==> src/rtl/sha256_msg_padder_if.sv <==
// Bus bundle for sha256_msg_padder: message-memory read port plus the padded-block
// valid/ready stream toward the compression core.
interface sha256_msg_padder_if;
  logic         mem_clk;
  logic         mem_we;
  logic [15:0]  mem_addr;
  logic [31:0]  mem_read_data;
  logic         blk_valid;
  logic         blk_ready;
  logic [511:0] blk_data;
  logic         blk_last;
  logic [7:0]   blk_index;

  modport master (
    output mem_clk, mem_we, mem_addr,
    input  mem_read_data,
    output blk_valid, blk_data, blk_last, blk_index,
    input  blk_ready
  );

  modport slave (
    input  mem_clk, mem_we, mem_addr,
    output mem_read_data,
    input  blk_valid, blk_data, blk_last, blk_index,
    output blk_ready
  );
endinterface

==> src/rtl/sha256_msg_padder.sv <==
// SHA-256 message padder: reads NUM_OF_WORDS words from memory and offers padded 512-bit blocks.
// Optional macro SHA256_PADDER_BSWAP_EN byte-reverses every word read from memory.
//
// state | meaning
// IDLE  | waiting for start; block index and slot held at 0
// FILL  | issuing slots 0..15, each word lands in the buffer one edge after issue
// OFFER | complete block presented on blk_data until blk_ready
// FIN   | one-cycle done pulse after the last block is accepted
module sha256_msg_padder #(
  parameter int NUM_OF_WORDS = 20
) (
  input  logic                       clk,
  input  logic                       reset,
  input  logic                       start,
  input  logic [15:0]                message_addr,
  sha256_msg_padder_if.master        bus,
  output logic                       busy,
  output logic                       done
);

  localparam int          NB       = (NUM_OF_WORDS + 18) / 16;
  localparam logic [15:0] N_G      = 16'(NUM_OF_WORDS);
  localparam logic [15:0] LEN_LO_G = 16'(16 * NB - 1);
  localparam logic [31:0] BIT_LEN  = 32'(32 * NUM_OF_WORDS);
  localparam logic [7:0]  LAST_BLK = 8'(NB - 1);

  localparam logic [1:0] S_IDLE  = 2'd0;
  localparam logic [1:0] S_FILL  = 2'd1;
  localparam logic [1:0] S_OFFER = 2'd2;
  localparam logic [1:0] S_FIN   = 2'd3;

  logic [1:0]  state_q, state_d;
  logic [4:0]  slot_q, slot_d;
  logic [7:0]  blk_index_q, blk_index_d;
  logic [15:0] base_q, base_d;
  logic [15:0] mem_addr_q, mem_addr_d;
  logic        pend_vld_q, pend_vld_d;
  logic        pend_mem_q, pend_mem_d;
  logic [3:0]  pend_slot_q, pend_slot_d;
  logic [31:0] pend_pad_q, pend_pad_d;
  logic [31:0] wbuf_q [0:15];
  logic [31:0] wbuf_d [0:15];

  logic [15:0] g;
  logic        is_mem;
  logic [31:0] pad_word;
  logic [31:0] cap_word;

  function automatic logic [31:0] mem_word(input logic [31:0] w);
`ifdef SHA256_PADDER_BSWAP_EN
    return {w[7:0], w[15:8], w[23:16], w[31:24]};
`else
    return w;
`endif
  endfunction

  // 16*blk_index + slot is just the concatenation of the two counters
  assign g        = {4'b0000, blk_index_q, slot_q[3:0]};
  assign is_mem   = (g < N_G);
  assign pad_word = (g == N_G)      ? 32'h8000_0000 :
                    (g == LEN_LO_G) ? BIT_LEN       : 32'h0000_0000;
  assign cap_word = pend_mem_q ? mem_word(bus.mem_read_data) : pend_pad_q;

  always_comb begin
    state_d     = state_q;
    slot_d      = slot_q;
    blk_index_d = blk_index_q;
    base_d      = base_q;
    mem_addr_d  = mem_addr_q;
    pend_vld_d  = 1'b0;
    pend_mem_d  = pend_mem_q;
    pend_slot_d = pend_slot_q;
    pend_pad_d  = pend_pad_q;
    wbuf_d      = wbuf_q;

    if (pend_vld_q) wbuf_d[pend_slot_q] = cap_word;

    case (state_q)
      S_IDLE: begin
        slot_d      = 5'd0;
        blk_index_d = 8'd0;
        if (start) begin
          state_d = S_FILL;
          base_d  = message_addr;
        end
      end
      S_FILL: begin
        if (!slot_q[4]) begin
          pend_vld_d  = 1'b1;
          pend_slot_d = slot_q[3:0];
          pend_mem_d  = is_mem;
          pend_pad_d  = pad_word;
          if (is_mem) mem_addr_d = base_q + g;
          slot_d = slot_q + 5'd1;
        end else begin
          // slot 15 is being captured on this edge
          state_d = S_OFFER;
        end
      end
      S_OFFER: begin
        if (bus.blk_ready) begin
          if (blk_index_q == LAST_BLK) begin
            state_d = S_FIN;
          end else begin
            blk_index_d = blk_index_q + 8'd1;
            slot_d      = 5'd0;
            state_d     = S_FILL;
          end
        end
      end
      S_FIN:   state_d = S_IDLE;
      default: state_d = S_IDLE;
    endcase
  end

  always_ff @(posedge clk) begin
    if (reset) begin
      state_q     <= S_IDLE;
      slot_q      <= 5'd0;
      blk_index_q <= 8'd0;
      base_q      <= 16'd0;
      mem_addr_q  <= 16'd0;
      pend_vld_q  <= 1'b0;
      pend_mem_q  <= 1'b0;
      pend_slot_q <= 4'd0;
      pend_pad_q  <= 32'd0;
      for (int i = 0; i < 16; i++) wbuf_q[i] <= 32'd0;
    end else begin
      state_q     <= state_d;
      slot_q      <= slot_d;
      blk_index_q <= blk_index_d;
      base_q      <= base_d;
      mem_addr_q  <= mem_addr_d;
      pend_vld_q  <= pend_vld_d;
      pend_mem_q  <= pend_mem_d;
      pend_slot_q <= pend_slot_d;
      pend_pad_q  <= pend_pad_d;
      wbuf_q      <= wbuf_d;
    end
  end

  assign bus.mem_clk   = clk;
  assign bus.mem_we    = 1'b0;
  assign bus.mem_addr  = mem_addr_q;
  assign bus.blk_valid = (state_q == S_OFFER);
  assign bus.blk_last  = (state_q == S_OFFER) && (blk_index_q == LAST_BLK);
  assign bus.blk_index = blk_index_q;
  assign busy          = (state_q != S_IDLE);
  assign done          = (state_q == S_FIN);

  always_comb begin
    bus.blk_data = '0;
    for (int s = 0; s < 16; s++) bus.blk_data[511 - 32*s -: 32] = wbuf_q[s];
  end

endmodule

==> src/flat_wrapper.sv <==
// flat-port wrapper written by rule: the top's interface ports become plain ports
module sha256_msg_padder_flat 
#(
  parameter int NUM_OF_WORDS = 20
)
  (clk, reset, start, message_addr, busy, done, bus_mem_clk, bus_mem_we, bus_mem_addr, bus_mem_read_data, bus_blk_valid, bus_blk_data, bus_blk_last, bus_blk_index, bus_blk_ready);
  sha256_msg_padder_if bus_i ();
  input  logic clk;
  input  logic reset;
  input  logic start;
  input  logic [15:0] message_addr;
  output logic busy;
  output logic done;
  output wire logic [$bits(bus_i.mem_clk)-1:0] bus_mem_clk;
  output wire logic [$bits(bus_i.mem_we)-1:0] bus_mem_we;
  output wire logic [$bits(bus_i.mem_addr)-1:0] bus_mem_addr;
  input wire logic [$bits(bus_i.mem_read_data)-1:0] bus_mem_read_data;
  output wire logic [$bits(bus_i.blk_valid)-1:0] bus_blk_valid;
  output wire logic [$bits(bus_i.blk_data)-1:0] bus_blk_data;
  output wire logic [$bits(bus_i.blk_last)-1:0] bus_blk_last;
  output wire logic [$bits(bus_i.blk_index)-1:0] bus_blk_index;
  input wire logic [$bits(bus_i.blk_ready)-1:0] bus_blk_ready;
  assign bus_mem_clk = bus_i.mem_clk;
  assign bus_mem_we = bus_i.mem_we;
  assign bus_mem_addr = bus_i.mem_addr;
  assign bus_i.mem_read_data = bus_mem_read_data;
  assign bus_blk_valid = bus_i.blk_valid;
  assign bus_blk_data = bus_i.blk_data;
  assign bus_blk_last = bus_i.blk_last;
  assign bus_blk_index = bus_i.blk_index;
  assign bus_i.blk_ready = bus_blk_ready;
  sha256_msg_padder #(.NUM_OF_WORDS(NUM_OF_WORDS)) u_core (.clk(clk), .reset(reset), .start(start), .message_addr(message_addr), .bus(bus_i), .busy(busy), .done(done));
endmodule
==> config.mk <==
export PLATFORM = sky130hd
export DESIGN_NAME = sha256_msg_padder_flat
export DESIGN_NICKNAME = d
export VERILOG_FILES = /design/src/rtl/sha256_msg_padder_if.sv /design/src/rtl/sha256_msg_padder.sv /design/src/flat_wrapper.sv
export SDC_FILE = /design/constraint.sdc
export NUM_CORES = 1
export LEC_CHECK = 0
export ABC_AREA = 1
export CORE_AREA = 2 2 229 231
export CTS_CLUSTER_SIZE = 30
export DETAILED_ROUTE_END_ITERATION = 10
export DIE_AREA = 0 0 231 233
export PLACE_DENSITY = 0.69
export SETUP_SLACK_MARGIN = 0.02
export SYNTH_ARGS = -nofsm -noshare
export SYNTH_HDL_FRONTEND = slang
export SYNTH_SLANG_ARGS = --single-unit
==> constraint.sdc <==
create_clock -name clk -period 4.62 [get_ports clk]
set_input_delay 0.693 -clock clk [delete_from_list [all_inputs] [get_ports clk]]
set_output_delay 0.693 -clock clk [all_outputs]
set_load 0.02 [all_outputs]
Word-level counts from Yosys, hierarchy flattened. Index checks and enable logic that the tools add are counted.

Reduce and logical (&&, ||, !) cells: 14. Bitwise operators: 3. Eq/ne operators: 11. Shift operators: 0. Mux-type cells: 19. $mul: 0. Add/sub/neg operators: 3. $lt $le $gt $ge: 3. Div/mod/pow operators: 0.

Operators by type and width (count): $bwmux W512 (1); $demux W32 S4 (1); $mux W32 (3); $eq A12 B5 Y1 const B (2); $add A16 B12 Y16 (1); $mux W8 (2); $pmux W8 S2 (1); $mux W5 (3); $pmux W5 S3 (1); $lt A12 B5 Y1 const B (1); $reduce_and A3 Y1 (4); $mux W10 (1); $add A8 B1 Y8 const B (1); $eq A8 B1 Y1 const B (1); $mux W2 (4); $pmux W2 S4 (1); $ne A2 B2 Y1 const B (3); $add A5 B1 Y5 const B (1); $ge A5 B5 Y1 const B (1); $lt A5 B1 Y1 const B (1); $not A4 Y5 (1); $eq A2 B2 Y1 const B (2); $ne A2 B1 Y1 const B (2); $reduce_and A2 Y1 (2); 9 further kinds (12).

Register bits: 597. Word-level logic and storage cells: 79. Memories kept: 0. Bits in read-only memories: 0. RAM bits: 0. Bits in latches: 0.

Longest topological paths before layout. Gate-level depths: netlist of run 1.

Word-level depth: 6. Gate-level depth with buffers: 11. Mapped depth without buffers: 11.

==> results.cfg, run 1 <==
[status]
status = completed

[setup_path]
crit_buf_inv = 3
endpoint = bus_mem_clk
crit_family = buffers and inverters
slowest_delay_ns = 0.52
critical_path_arrival_ns = 3.08
endpoint_kind = output port
timing.rr.start = u_core.pend_slot_q[0]
cp_num_cells = 3
crit_path_top_delay_cell = clkdlybuf4s50_1
r2r_slack_ns = 2.11
worstSetupStartpoint = clk
r2r_cells = 5
startpoint_type = clock port
cp_data_required_time_ns = 3.93
critPathMostFrequentCell = clkbuf_16
path_cells = clkbuf_16 > clkbuf_16 > clkdlybuf4s50_1
cp_max_fo = 2
r2r_end = u_core.bus.blk_data[9]
critPathKind = clk2out

[sta]
fin_tns_setup_ns = 0
rsz0062_at_grt = no
worst_slew_pin_slew_ns = 1.26
slew_headroom_pct = 15.5
skew_ns = 0.0257
worst_slack_ns = 0.845
final-max-slew-violation-count = 0
finalHoldViolations = 0
setup_viol = 0

[pwr]
peakVddDrop_mv = 0.356
powerDensity_nw_per_um2 = 409
p_leak_nw = 10.5
p_total_w = 0.0116

[drt]
vias = 19200
drt_pass1_iterations = 6
drt-vias-per-instance = 5.38
drcViolationCount = 0
routedWlPerCell_um = 24.0
antenna_left = 0
drt_wl_total_um = 85900
drtIter0Drc = 1469

[layout]
final_cell_area_um2 = 28300
area_growth_pct = 41.2
layout.cells.non_filler = 3572
drive_gt1_share_pct = 6.12
final_nets = 2921

[global_route]
antenna_found_initial = 3
grt_usage_pct = 30.7
grt_pass1_wl_um = 122000
grt_remaining_overflow = 0
grt_pass1_vias = 18500
grt_max_degree = 190

[yosys]
yosys.area.top_type_share_pct = 56.6
synth_edf_count = 0
ys.flop_type = dfxtp_1
post_synth.cell_area_avg_um2 = 8.49
synth-seq-cells = 567
ys_seq_area_share_pct = 56.6
yosysWarnings = 0
synth_area_um2 = 20100
yosysTopAreaCell = dfxtp_1
syn_inst = 2364
async_reset_ff_share_pct = 0
syn_nets = 2433
synth.area.top_cells = dfxtp_1 57%, a21oi_1 9.9%, o21ai_0 9.9%
synth.distinct_cells = 34

[clock_tree]
cts_setup_buffers = 0
clkTransAtPathRegs_ns = 0.06
hold_buffers = 0
ctsResizeCount = 0
cts_tree = done
clk_latency_ns = 0.74

[placed_design]
dpl_cell_area_um2 = 26400
dp_cells = 3471
port_buffers = 592
place_congestion = 0.903
dp_hpwl_um = 57500
dpl_worst_slack_ns = 1.11

[floorplan]
fp.dieArea_um2 = 53800
start_util_pct = 39.3
die_w_um = 231
coreArea_um2 = 51100
num_io_pins = 594
fp-row-count = 83
die_h_um = 233

[flow_run]
maxCapViolCount = 0

[hold_path]
min_path_type = reg2reg
[placed cells by master, fill, tap and decap left out, types with 7 or more instances in the layout]
master,n
o21ai_1,46
dfxtp_1,567
inv_2,12
nor3_1,8
o21ai_0,395
ha_1,16
clkdlybuf4s50_1,591
nor2_1,188
buf_4,39
nor2_4,13
clkbuf_16,59
a21oi_1,398
clkbuf_8,17
nand3_1,27
a211oi_1,92
a31oi_1,30
clkbuf_1,7
nand2_1,212
inv_1,116
xor2_1,8
[layer usage]
metal	global-route usage, %	wire (µm)
met4	13.4	3680
met1	36.3	33500
met2	50.5	40500
met3	10.6	8250
met5	0	0
[state kept, by name (all words and copies together), names as in the netlist]
| register | count |
|---|---|
| u_core.base_q | 16 |
| u_core.bus.blk_data | 512 |
| u_core.bus.blk_index | 8 |
| u_core.bus.mem_addr | 16 |
| u_core.pend_mem_q | 1 |
| u_core.pend_pad_q | 2 |
| u_core.pend_slot_q | 4 |
| u_core.pend_vld_q | 1 |
| u_core.slot_q | 5 |
| u_core.state_q | 2 |
[worst min-delay path by stage]
stage	cells past startpoint	end	slack (ns)	start
floorplan	2	u_core.base_q[15]	0.44	u_core.base_q[15]
global placement	2	u_core.bus.blk_data[124]	0.44	u_core.bus.blk_data[124]
detailed placement	2	u_core.bus.blk_data[124]	0.45	u_core.bus.blk_data[124]
CTS	2	u_core.bus.blk_data[98]	0.46	u_core.bus.blk_data[98]
global route	2	u_core.bus.blk_data[98]	0.47	u_core.bus.blk_data[98]
finish	2	u_core.bus.blk_data[103]	0.45	u_core.bus.blk_data[103]
[worst register-to-register path, cell delays in order, from the launching register on]
cell	delay, ns
dfxtp_1	0.43
nand3_2	0.34
nor2_4	0.96
buf_4	0.41
o21ai_0	0.11
a31oi_1	0.18
[through the flow]
stage                     utilization, %  hold WS, ns
final                               55.4        0.452
after global routing                55.4        0.465
after CTS                           55.4        0.457
after detailed placement            51.6        0.446
after global placement              51.6        0.436
after floorplan                        -        0.444
[Yosys cell counts, types with 13 or more instances]
cell type and count:
a211oi_1 92, a21oi_1 398, a31oi_1 30, buf_1 15, buf_2 52, clkbuf_1 135
dfxtp_1 567, ha_1 16, inv_1 116, inv_2 13, nand2_1 213, nand3_1 27
nor2_1 188, o21ai_0 395, o21ai_1 47
[power breakdown]
group | switching [W] | leakage [nW] | internal, W | total (W)
Clock | 0.00202 | 0.972 | 0.00284 | 0.00487
Combinational | 0.00109 | 4.98 | 0.000459 | 0.00155
Sequential | 0.000118 | 4.58 | 0.00506 | 0.00518
Total | 0.00323 | 10.5 | 0.00836 | 0.0116
[cells by family (layout without fill, tap and decap cells)]
logic type	after synthesis	after routing	share of synthesized area [%]
flip-flops	567	567	56.6
adder cells (fa/ha/maj)	17	17	1.10
XOR/XNOR	10	10	0.436
AND/OR/NAND/NOR	467	467	9.58
other	1	2	0.0187
AO/OA/AOI/OAI	968	968	25.7
buffers and inverters	334	861	6.65
[cell type report]
cell class,count,area [µm²]
diodes,1,2.50
clock buffers,84,1750
clock inverters,17,228
fillers,4595,22800
inverters,129,492
multi-input cells,1463,7430
flip-flops and latches,567,11400
well taps,680,851
repair buffers,631,6230
Note: power is estimated with default switching activity, not from simulation.
==> inputs of run 2 (changes only) <==
--- a/config.mk
+++ b/config.mk
@@ -6,11 +6,11 @@
 export NUM_CORES = 1
 export LEC_CHECK = 0
 export ABC_AREA = 1
-export CORE_AREA = 2 2 229 231
+export CORE_AREA = 2 2 233 235
 export CTS_CLUSTER_SIZE = 30
 export DETAILED_ROUTE_END_ITERATION = 10
-export DIE_AREA = 0 0 231 233
-export PLACE_DENSITY = 0.69
+export DIE_AREA = 0 0 235 237
+export PLACE_DENSITY = 0.7
 export SETUP_SLACK_MARGIN = 0.02
 export SYNTH_ARGS = -nofsm -noshare
 export SYNTH_HDL_FRONTEND = slang
==> constraint.sdc (replaced) <==
create_clock -name clk -period 3.3 [get_ports clk]
set_input_delay 0.495 -clock clk [delete_from_list [all_inputs] [get_ports clk]]
set_output_delay 0.495 -clock clk [all_outputs]
set_load 0.02 [all_outputs]
==> results.cfg, run 2 (synthesis results as in run 1) <==
[drt]
routedWlPerCell_um = 24.4
drt-vias-per-instance = 5.40
vias = 19500
drcViolationCount = 0
antenna_left = 0
drt_wl_total_um = 88300
drt_pass1_iterations = 5
drtIter0Drc = 1637

[setup_path]
crit_buf_inv = 3
r2r_end = u_core.bus.blk_data[58]
startpoint_type = flip-flop
endpoint_kind = output port
r2r_cells = 7
slowest_delay_ns = 0.65
cp_max_fo = 8
timing.rr.start = u_core.pend_slot_q[1]
cp_data_required_time_ns = 2.80
crit_family = buffers and inverters
critPathKind = reg2out
critPathMostFrequentCell = inv_1
crit_path_top_delay_cell = clkdlybuf4s50_1
r2r_slack_ns = 0.97
path_cells = inv_1 > nor2_2 > inv_1 > nor3_2 > clkdlybuf4s50_1
critical_path_arrival_ns = 2.48

[flow_run]
maxCapViolCount = 0

[sta]
whs_ns = 0.193
fin_crit_sh_pct = 90.0
finalHoldViolations = 0
worst_slew_pin_slew_ns = 1.22
setup_viol = 0
final-max-slew-violation-count = 0
rsz0062_at_grt = no
slew_headroom_pct = 18.2
worst_slack_ns = 0.330
skew_ns = 0.0300
fin_tns_setup_ns = 0
fin_crit_ns = 2.97
max_freq_ghz = 0.337

[hold_path]
min_path_type = in2reg
hold_path.startpoint = reset
timing.hold.worst_endpoint = u_core.bus.blk_data[107]
hold_depth = 2

[clock_tree]
cts_tree = done
cts_setup_buffers = 0
clkTransAtPathRegs_ns = 0.06
clk_latency_ns = 0.75

[global_route]
grt_usage_pct = 30.5
antenna_found_initial = 2
grt_remaining_overflow = 0
grt_max_degree = 161
grt_pass1_wl_um = 127000
grt_pass1_vias = 18900

[floorplan]
die_w_um = 235
die_h_um = 237
num_io_pins = 594
fp.dieArea_um2 = 55700
coreArea_um2 = 53300
fp-row-count = 85
start_util_pct = 37.7

[pwr]
p_int_w = 0.0123
p_leak_nw = 10.7
pwr-share-clk_pct = 43.8
peakVddDrop_mv = 0.658
swShare_pct = 27.6
p_seq_share_pct = 42.9
powerDensity_nw_per_um2 = 588
combPwrFrac_pct = 13.2
power.switching_w = 0.00467

[layout]
area_growth_pct = 43.4
final_common_cell = clkdlybuf4s50_1
drive_gt1_share_pct = 6.75
final_nets = 2943
largest_reg_flops = 512
final_cell_mix = 591 x clkdlybuf4s50_1, 567 x dfxtp_1, 398 x a21oi_1, 395 x o21ai_0, 213 x nand2_1
layout.cells.non_filler = 3617

[placed_design]
dpl_worst_slack_ns = 0.647
port_buffers = 592
place_congestion = 0.918
dp_hpwl_um = 59500
dp_cells = 3507

[status]
status = completed
-- run 2: changes by cell type in the layout (fill, tap and decap cells not counted), moves of 2 or more --
cell,delta
buf_12,+5
buf_4,+15
bufinv_16,+6
clkbuf_1,+8
clkbuf_16,+3
clkbuf_8,-7
clkinv_16,+2
clkinv_2,-2
-- run 2: per-layer routing --
layer	GRT usage, %	wire, µm	up-vias
met3	10.3	8630	212
li1	-	-	9079
met5	0	13	-
met4	14.0	3930	2
met2	49.7	41300	948
met1	36.4	34400	9274
-- run 2: how the worst max path moves through the flow --
| stage | from | slack, ns | cells after the start | to |
|---|---|---|---|---|
| 2_1_floorplan | clk | 1.02 | 1 | bus_mem_clk |
| 3_3_place_gp | clk | 0.65 | 1 | bus_mem_clk |
| 3_5_place_dp | clk | 0.65 | 1 | bus_mem_clk |
| 4_1_cts | u_core.state_q[1] | 0.17 | 5 | bus_blk_last |
| 5_1_grt | u_core.state_q[1] | 0.17 | 5 | bus_blk_last |
| 6_report | u_core.state_q[1] | 0.33 | 5 | bus_blk_last |
-- run 2: worst reg2reg max path, stage by stage (launching register included) --
cell	delay, ns
dfxtp_1	0.36
inv_2	0.07
nor2_1	0.08
nand2_1	0.33
nor2_4	0.80
buf_4	0.35
o21ai_0	0.12
a21oi_1	0.16
-- run 2: through the flow --
step / area [µm²] / utilization (%) / power (W)
6_report: 28800 / 54.0 / 0.0169
5_1_grt: 28800 / 54.0 / 0.0174
4_1_cts: 28800 / 54.0 / 0.0170
3_5_place_dp: 26600 / 49.9 / 0.00966
3_3_place_gp: 26600 / 49.9 / 0.00963
2_1_floorplan: 20100 / - / 0.00849
-- run 2: cell type report --
cell class | instances | area, µm²
timing repair buffer | 651 | 6440
inverter | 129 | 492
sequential | 567 | 11400
fill | 4773 | 24500
tap | 696 | 871
clock buffer | 88 | 1760
clock inverter | 22 | 429
multi-input combinational | 1463 | 7430
antenna | 1 | 2.50
-- run 2: power groups by stage --
stage	Combinational, W	Clock [W]	Sequential [W]
global placement	0.00219	0.0000407	0.00741
detailed placement	0.00221	0.0000407	0.00741
floorplan	0.000876	0.0000354	0.00758
CTS	0.00223	0.00749	0.00726
finish	0.00224	0.00742	0.00727
global route	0.00237	0.00778	0.00729
-- run 2: what timing repair did --
item / 4_1_cts / 5_1_grt
hold buffers: 0 / 0
setup endpoints to repair: 0 / 1
hold endpoints to repair: 0 / 0
resized for setup: 0 / 1
